$ cat src/rtl/alu_pkg.sv
`default_nettype none
// ============================================================================
// Module      : alu_pkg
// Description : Shared widths, opcodes and FSM state type for the ALU issuer.
// Revision    : 1.0 - initial release
// ============================================================================
package alu_pkg;

    localparam int OP_W  = 3;
    localparam int RES_W = 6;
    localparam int SEL_W = 2;

    localparam logic [SEL_W-1:0] OP_ADD = 2'b00;
    localparam logic [SEL_W-1:0] OP_SUB = 2'b01;
    localparam logic [SEL_W-1:0] OP_MUL = 2'b10;
    localparam logic [SEL_W-1:0] OP_DIV = 2'b11;

    typedef enum logic [1:0] {
        ST_IDLE  = 2'd0,
        ST_DRIVE = 2'd1,
        ST_SHIFT = 2'd2
    } state_t;

    function automatic logic is_div0(input logic [SEL_W-1:0] sel, input logic [OP_W-1:0] b);
        return (sel == OP_DIV) && (b == '0);
    endfunction

endpackage
`default_nettype wire

$ cat src/rtl/alu_piso_shift.sv
`default_nettype none
// ============================================================================
// Module      : alu_piso_shift
// Description : Parallel-load serializer for one ALU result word.
// Revision    : 1.0 - initial release
// ============================================================================
module alu_piso_shift
    import alu_pkg::*;
#(
    parameter int unsigned MSB_FIRST = 1
) (
    input  logic             clk,
    input  logic             rst,
    input  logic             load,
    input  logic [RES_W-1:0] load_data,
    input  logic             shift_en,
    output logic             ser_out,
    output logic             ser_valid,
    output logic             ser_last
);

    localparam int                c_cnt_w    = $clog2(RES_W);
    localparam logic [c_cnt_w-1:0] c_last_idx = c_cnt_w'(RES_W - 1);

    logic [RES_W-1:0]   r_data;
    logic [c_cnt_w-1:0] r_cnt;
    logic               r_active;
    logic               w_bit;
    logic               w_last;

    assign w_bit  = (MSB_FIRST != 0) ? r_data[RES_W-1] : r_data[0];
    assign w_last = r_active && (r_cnt == c_last_idx);

    always_ff @(posedge clk) begin
        if (rst) begin
            r_data   <= '0;
            r_cnt    <= '0;
            r_active <= 1'b0;
        end else if (load) begin
            r_data   <= load_data;
            r_cnt    <= '0;
            r_active <= 1'b1;
        end else if (shift_en && r_active) begin
            r_data <= (MSB_FIRST != 0) ? {r_data[RES_W-2:0], 1'b0}
                                       : {1'b0, r_data[RES_W-1:1]};
            if (w_last) begin
                r_cnt    <= '0;
                r_active <= 1'b0;
            end else begin
                r_cnt <= r_cnt + 1'b1;
            end
        end
    end

    // The serial line is forced low outside the valid window.
    assign ser_out   = r_active & w_bit;
    assign ser_valid = r_active;
    assign ser_last  = w_last;

endmodule
`default_nettype wire

$ cat src/rtl/alu_cmd_issuer.sv
`default_nettype none
// ============================================================================
// Module      : alu_cmd_issuer
// Description : Drives a combinational ALU, waits for it to settle, captures
//               the result and streams it out serially.
// Revision    : 1.0 - initial release
// ============================================================================
module alu_cmd_issuer
    import alu_pkg::*;
#(
    parameter int unsigned SETTLE_CYCLES = 2,
    parameter int unsigned MSB_FIRST     = 1
) (
    input  logic             clk,
    input  logic             rst,
    input  logic             cmd_valid,
    output logic             cmd_ready,
    input  logic [OP_W-1:0]  cmd_a,
    input  logic [OP_W-1:0]  cmd_b,
    input  logic [SEL_W-1:0] cmd_sel,
    output logic [OP_W-1:0]  alu_a,
    output logic [OP_W-1:0]  alu_b,
    output logic [SEL_W-1:0] alu_sel,
    input  logic [RES_W-1:0] alu_result,
    output logic             ser_out,
    output logic             ser_valid,
    output logic             ser_last,
    output logic             busy,
    output logic             err_div0
);

    generate
        if (SETTLE_CYCLES < 1 || SETTLE_CYCLES > 15) begin : g_bad_settle
            $error("alu_cmd_issuer: SETTLE_CYCLES must be in 1..15");
        end
    endgenerate

    localparam logic [3:0]       c_settle_init = 4'(SETTLE_CYCLES - 1);
    localparam logic [RES_W-1:0] c_div0_fill   = '1;

    state_t           r_state;
    logic [3:0]       r_settle;
    logic [OP_W-1:0]  r_alu_a;
    logic [OP_W-1:0]  r_alu_b;
    logic [SEL_W-1:0] r_alu_sel;
    logic             r_err_div0;

    logic             w_accept;
    logic             w_div0;
    logic             w_capture;
    logic             w_load;
    logic [RES_W-1:0] w_load_data;
    logic             w_shift_en;
    logic             w_ser_last;

    assign w_accept    = cmd_valid && (r_state == ST_IDLE);
    assign w_div0      = is_div0(cmd_sel, cmd_b);
    assign w_capture   = (r_state == ST_DRIVE) && (r_settle == 4'd0);
    // Divide-by-zero bypasses the ALU and streams all ones straight away.
    assign w_load      = (w_accept && w_div0) || w_capture;
    assign w_load_data = w_capture ? alu_result : c_div0_fill;
    assign w_shift_en  = (r_state == ST_SHIFT);

    always_ff @(posedge clk) begin
        if (rst) begin
            r_state    <= ST_IDLE;
            r_settle   <= 4'd0;
            r_alu_a    <= '0;
            r_alu_b    <= '0;
            r_alu_sel  <= '0;
            r_err_div0 <= 1'b0;
        end else begin
            r_err_div0 <= 1'b0;
            case (r_state)
                ST_IDLE: begin
                    if (cmd_valid) begin
                        r_alu_a   <= cmd_a;
                        r_alu_b   <= cmd_b;
                        r_alu_sel <= cmd_sel;
                        if (w_div0) begin
                            r_state    <= ST_SHIFT;
                            r_err_div0 <= 1'b1;
                        end else begin
                            r_state  <= ST_DRIVE;
                            r_settle <= c_settle_init;
                        end
                    end
                end
                ST_DRIVE: begin
                    if (r_settle == 4'd0) begin
                        r_state <= ST_SHIFT;
                    end else begin
                        r_settle <= r_settle - 4'd1;
                    end
                end
                ST_SHIFT: begin
                    if (w_ser_last) begin
                        r_state <= ST_IDLE;
                    end
                end
                default: r_state <= ST_IDLE;
            endcase
        end
    end

    alu_piso_shift #(
        .MSB_FIRST (MSB_FIRST)
    ) u_piso (
        .clk       (clk),
        .rst       (rst),
        .load      (w_load),
        .load_data (w_load_data),
        .shift_en  (w_shift_en),
        .ser_out   (ser_out),
        .ser_valid (ser_valid),
        .ser_last  (w_ser_last)
    );

    assign ser_last  = w_ser_last;
    assign cmd_ready = (r_state == ST_IDLE);
    assign busy      = (r_state != ST_IDLE);
    assign alu_a     = r_alu_a;
    assign alu_b     = r_alu_b;
    assign alu_sel   = r_alu_sel;
    assign err_div0  = r_err_div0;

endmodule
`default_nettype wire
$ cat config.mk
export PLATFORM = sky130hd
export DESIGN_NAME = alu_cmd_issuer
export DESIGN_NICKNAME = d
export VERILOG_FILES = /design/src/rtl/alu_pkg.sv /design/src/rtl/alu_piso_shift.sv /design/src/rtl/alu_cmd_issuer.sv
export SDC_FILE = /design/constraint.sdc
export NUM_CORES = 1
export LEC_CHECK = 0
export BUFFER_PORTS_ARGS = -buffer_cell sky130_fd_sc_hd__clkbuf_2
export CORE_ASPECT_RATIO = 1.5
export CORE_MARGIN = 2
export CORE_UTILIZATION = 27
export CTS_CLUSTER_SIZE = 30
export DETAILED_ROUTE_END_ITERATION = 6
export PLACE_DENSITY = 0.52
export SLEW_MARGIN = 20
export SYNTH_ARGS = -nofsm -noshare
export SYNTH_HDL_FRONTEND = slang
export SYNTH_SLANG_ARGS = --single-unit
$ cat constraint.sdc
create_clock -name clk -period 1.5 [get_ports clk]
set_input_delay 0.225 -clock clk [delete_from_list [all_inputs] [get_ports clk]]
set_output_delay 0.225 -clock clk [all_outputs]
set_load 0.01 [all_outputs]
==> results.sh <==
export IMPL_result_of_the_run="finished clean"
export IMPL_worst_path_dominant_cell_family="flip-flops"
export IMPL_finalMaxSlewViolations=0
export IMPL_hold_path_cell_count=3
export IMPL_post_route_cells_drive_above_1_share=0.353
export IMPL_fp_dieW_um=56.7
export IMPL_cts_hold_repair_buffers=0
export IMPL_rsz0062_at_grt="yes"
export IMPL_grt_util_all_layers=0.117
export IMPL_die_area_mm2=0.00471
export IMPL_max_cap_violations=0
export IMPL_vdd_drop_max_uv=509
export IMPL_antenna_violating_nets_remaining=0
export IMPL_hpwl_mm=1.95
export IMPL_p_sw_w=0.000429
export IMPL_p_leak_nw=0.626
export IMPL_worstMarginPinSlew_ns=0.352
export IMPL_hold_viol=0
export IMPL_fp_coreArea_mm2=0.00396
export IMPL_max_freq_mhz=675
export IMPL_clk_transition_reported_paths_ns=0.08
export IMPL_timing_setup_tns_ns=0
export IMPL_grt_ovfl_total=0
export IMPL_fp_dieH_um=83.1
export IMPL_comb_power_share=0.238
export IMPL_pin_count_of_the_biggest_net_entering_global_routing=18
export IMPL_post_route_period_util=0.988
export IMPL_design_final_nets=191
export IMPL_min_path_type="input pin to flop"
export IMPL_place_port_buffers=30
export IMPL_tritoncts="done"
export IMPL_clk_insertion_delay_late_ns=0.26
export IMPL_yosysSeqAreaShare=0.445
export IMPL_drt_iter0_markers=15
export IMPL_worst_reg_to_reg_setup_slack_ns=0.02
export IMPL_finalCriticalPeriod_ns=1.48
export IMPL_critical_path_peak_fanout=4
export IMPL_netlist_instances=131
export IMPL_global_route_wire_length_before_repair_mm=4.51
export IMPL_place_inst=208
export IMPL_drc_errors=0
export IMPL_power_switching_share=0.282
export IMPL_syn_avg_cell_area_um2=8.59
export IMPL_syn_cell_area_mm2=0.00112
export IMPL_startpoint_type="flop"
export IMPL_final_cell_mix="30 x sky130_fd_sc_hd__clkbuf_2, 22 x sky130_fd_sc_hd__nand2_1, 21 x sky130_fd_sc_hd__dfxtp_1"
export IMPL_critPathBufInv=1
export IMPL_cp_required_ns=1.65
export IMPL_share_seq_of_total_power=0.507
export IMPL_pre_cts_ws_ns=-0.0626
export IMPL_final_critical_path_setup_slack_ns=0.0182
export IMPL_intPower_w=0.00109
export IMPL_clk_path_buf_depth=2
export IMPL_antenna_found_initial=0
export IMPL_htree_levels=1
export IMPL_num_io_pins=31
export IMPL_synth_seq_cells=25
export IMPL_drt_wl_total_mm=2.59
export IMPL_drt_first_pass_iters=4
export IMPL_layout_commonest_cell="sky130_fd_sc_hd__clkbuf_2"
export IMPL_areaGrowthSynthToFinish_pct=29.9
export IMPL_detail_route_vias_per_cell=4.86
export IMPL_detailed_place_area_mm2=0.00137
export IMPL_setup_violations_final=0
export IMPL_wire_per_inst_um=12.0
export IMPL_syn_num_nets=151
export IMPL_hold_start="cmd_a[1]"
export IMPL_core_rowCount=28
export IMPL_worst_clock_skew_ns=0.00522
export IMPL_worst_hold_path_endpoint="alu_a[1]"
export IMPL_synth_cell_type_count=32
export IMPL_slowest_stage="sky130_fd_sc_hd__dfxtp_2"
export IMPL_tritoncts_num_buffers=3
export IMPL_pwr_density_cell_mw_per_mm2=1040
export IMPL_worstReg2RegStart="r_settle[0]"
export IMPL_insertedDiodeCount=0
export IMPL_number_of_global_route_vias_before_repair=1038
export IMPL_root_buffer="sky130_fd_sc_hd__clkbuf_8"
export IMPL_crit_path_max_incr_delay_ns=0.33
export IMPL_ys_warn_count=0
export IMPL_criticalPathCategory="flop to flop"
export IMPL_final_instance_count_excl_fill=215
export IMPL_initial_standard_cell_utilization_of_the_core=0.284
export IMPL_cp_cell_sequence="inv_2 -> ha_4 -> nor3b_4 -> nor2_1 -> a21oi_2 -> mux2_4"
export IMPL_clock_power_share=0.255
export IMPL_worst_r2r_endpoint="r_settle[1]"
export IMPL_tritoncts_num_sinks=25
export IMPL_worstSetupPathDepth=6
export IMPL_detailroute_via_count=1045
export IMPL_reg2reg_depth=6
export IMPL_type_of_element_capturing_the_critical_path="flop"
export IMPL_arrival_ns=1.64
export IMPL_place_gp_congestion=0.865
export IMPL_layout_cell_area_non_filler_mm2=0.00146
export IMPL_slew_limit_headroom=0.765
tightest hold or removal path: cells and delay by family:
family,cells,cell delay (ns)
compound gates,1,0.05
simple gates,1,0.05
buf+inv,1,0.08
per-stage QoR:
stage                     hold WS [ns]  total power, W   util
after floorplan                  0.361        0.000985      -
after global routing             0.178         0.00163  0.369
after detailed placement         0.447         0.00111  0.345
final                            0.180         0.00152  0.369
after global placement           0.443         0.00110  0.345
after CTS                        0.174         0.00154  0.363
routing by layer:
| layer | track usage | wire length (µm) | up-vias |
|---|---|---|---|
| li1 | - | - | 539 |
| met1 | 0.134 | 1050 | 481 |
| met2 | 0.207 | 1390 | 21 |
| met3 | 0.0187 | 115 | 4 |
| met4 | 0.0498 | 29 | 0 |
| met5 | 0 | 0 | - |
cells by family after synthesis:
| kind of cell | Yosys count | share of synthesized area |
|---|---|---|
| AOI/OAI and AO/OA | 32 | 0.190 |
| adders and majority gates | 3 | 0.0334 |
| buffers and inverters | 10 | 0.0400 |
| DFF | 25 | 0.445 |
| muxes | 1 | 0.0100 |
| and+or+nand+nor | 60 | 0.281 |
cell usage after synthesis:
cell type,instances,share of area
sky130_fd_sc_hd__dfxtp_1,25,0.44
sky130_fd_sc_hd__nand3b_1,2,0.013
sky130_fd_sc_hd__nand4_2,1,0.011
sky130_fd_sc_hd__ha_1,3,0.033
sky130_fd_sc_hd__buf_1,1,0.0033
sky130_fd_sc_hd__nand2_1,22,0.073
sky130_fd_sc_hd__buf_6,1,0.010
sky130_fd_sc_hd__o21a_1,1,0.0067
sky130_fd_sc_hd__nor3b_1,4,0.027
sky130_fd_sc_hd__and2_4,1,0.0078
sky130_fd_sc_hd__nor2b_1,2,0.011
sky130_fd_sc_hd__a21oi_1,20,0.089
sky130_fd_sc_hd__nor3_1,6,0.027
sky130_fd_sc_hd__nand2b_1,1,0.0056
sky130_fd_sc_hd__or3b_2,1,0.0078
sky130_fd_sc_hd__o21ai_0,2,0.0089
sky130_fd_sc_hd__nand3_1,1,0.0044
sky130_fd_sc_hd__a311oi_4,1,0.023
sky130_fd_sc_hd__nor3b_4,1,0.017
sky130_fd_sc_hd__and3_1,2,0.011
sky130_fd_sc_hd__and3b_2,1,0.0089
sky130_fd_sc_hd__o221ai_1,4,0.031
sky130_fd_sc_hd__inv_1,5,0.017
sky130_fd_sc_hd__a311o_1,1,0.0089
sky130_fd_sc_hd__a31oi_1,1,0.0056
sky130_fd_sc_hd__nor2_1,13,0.043
sky130_fd_sc_hd__o221a_2,1,0.010
sky130_fd_sc_hd__and2_1,1,0.0056
sky130_fd_sc_hd__clkbuf_1,3,0.010
sky130_fd_sc_hd__o31ai_1,1,0.0067
sky130_fd_sc_hd__mux2_2,1,0.010
sky130_fd_sc_hd__nor4b_1,1,0.0078
how the worst max path moves through the flow:
stage / to / slack, ns / startpoint
global placement: r_settle[1] / 0.05 / r_settle[0]
global route: r_settle[1] / -0.04 / r_settle[0]
floorplan: u_piso.r_data[4] / 0.004 / r_settle[0]
finish: r_settle[1] / 0.02 / r_settle[0]
detailed placement: r_settle[1] / -0.06 / r_settle[1]
CTS: r_settle[1] / 0.007 / r_settle[1]
state kept, by name, summed over array words and instances, names as in the netlist:
name,count
alu_sel,2
alu_b,3
u_piso.r_data,6
u_piso.ser_valid,1
r_state,2
alu_a,3
r_settle,4
u_piso.r_cnt,3
err_div0,1
layout make-up:
cell class,instances,area (µm²)
inverters,5,18.8
fillers,430,2500
flip-flops and latches,25,505
repair buffers,40,225
clock buffers,4,45.0
well taps,45,56.3
multi-input cells,96,611
power by group through the flow:
stage | clock [W] | combinational (W) | sequential, W
5_1_grt | 0.000447 | 0.000400 | 0.000785
3_3_place_gp | 0 | 0.000320 | 0.000781
6_report | 0.000388 | 0.000361 | 0.000772
3_5_place_dp | 0 | 0.000329 | 0.000785
2_1_floorplan | 0 | 0.000201 | 0.000784
4_1_cts | 0.000414 | 0.000354 | 0.000771
what timing repair did:
action / 4_1_cts / 5_1_grt
resized for setup: 4 / 6
gates cloned: 0 / 0
setup buffers: 2 / 1
pin swaps: 1 / 2
endpoints found under the setup margin: 1 / 13
(Power assumes the default switching activity.)
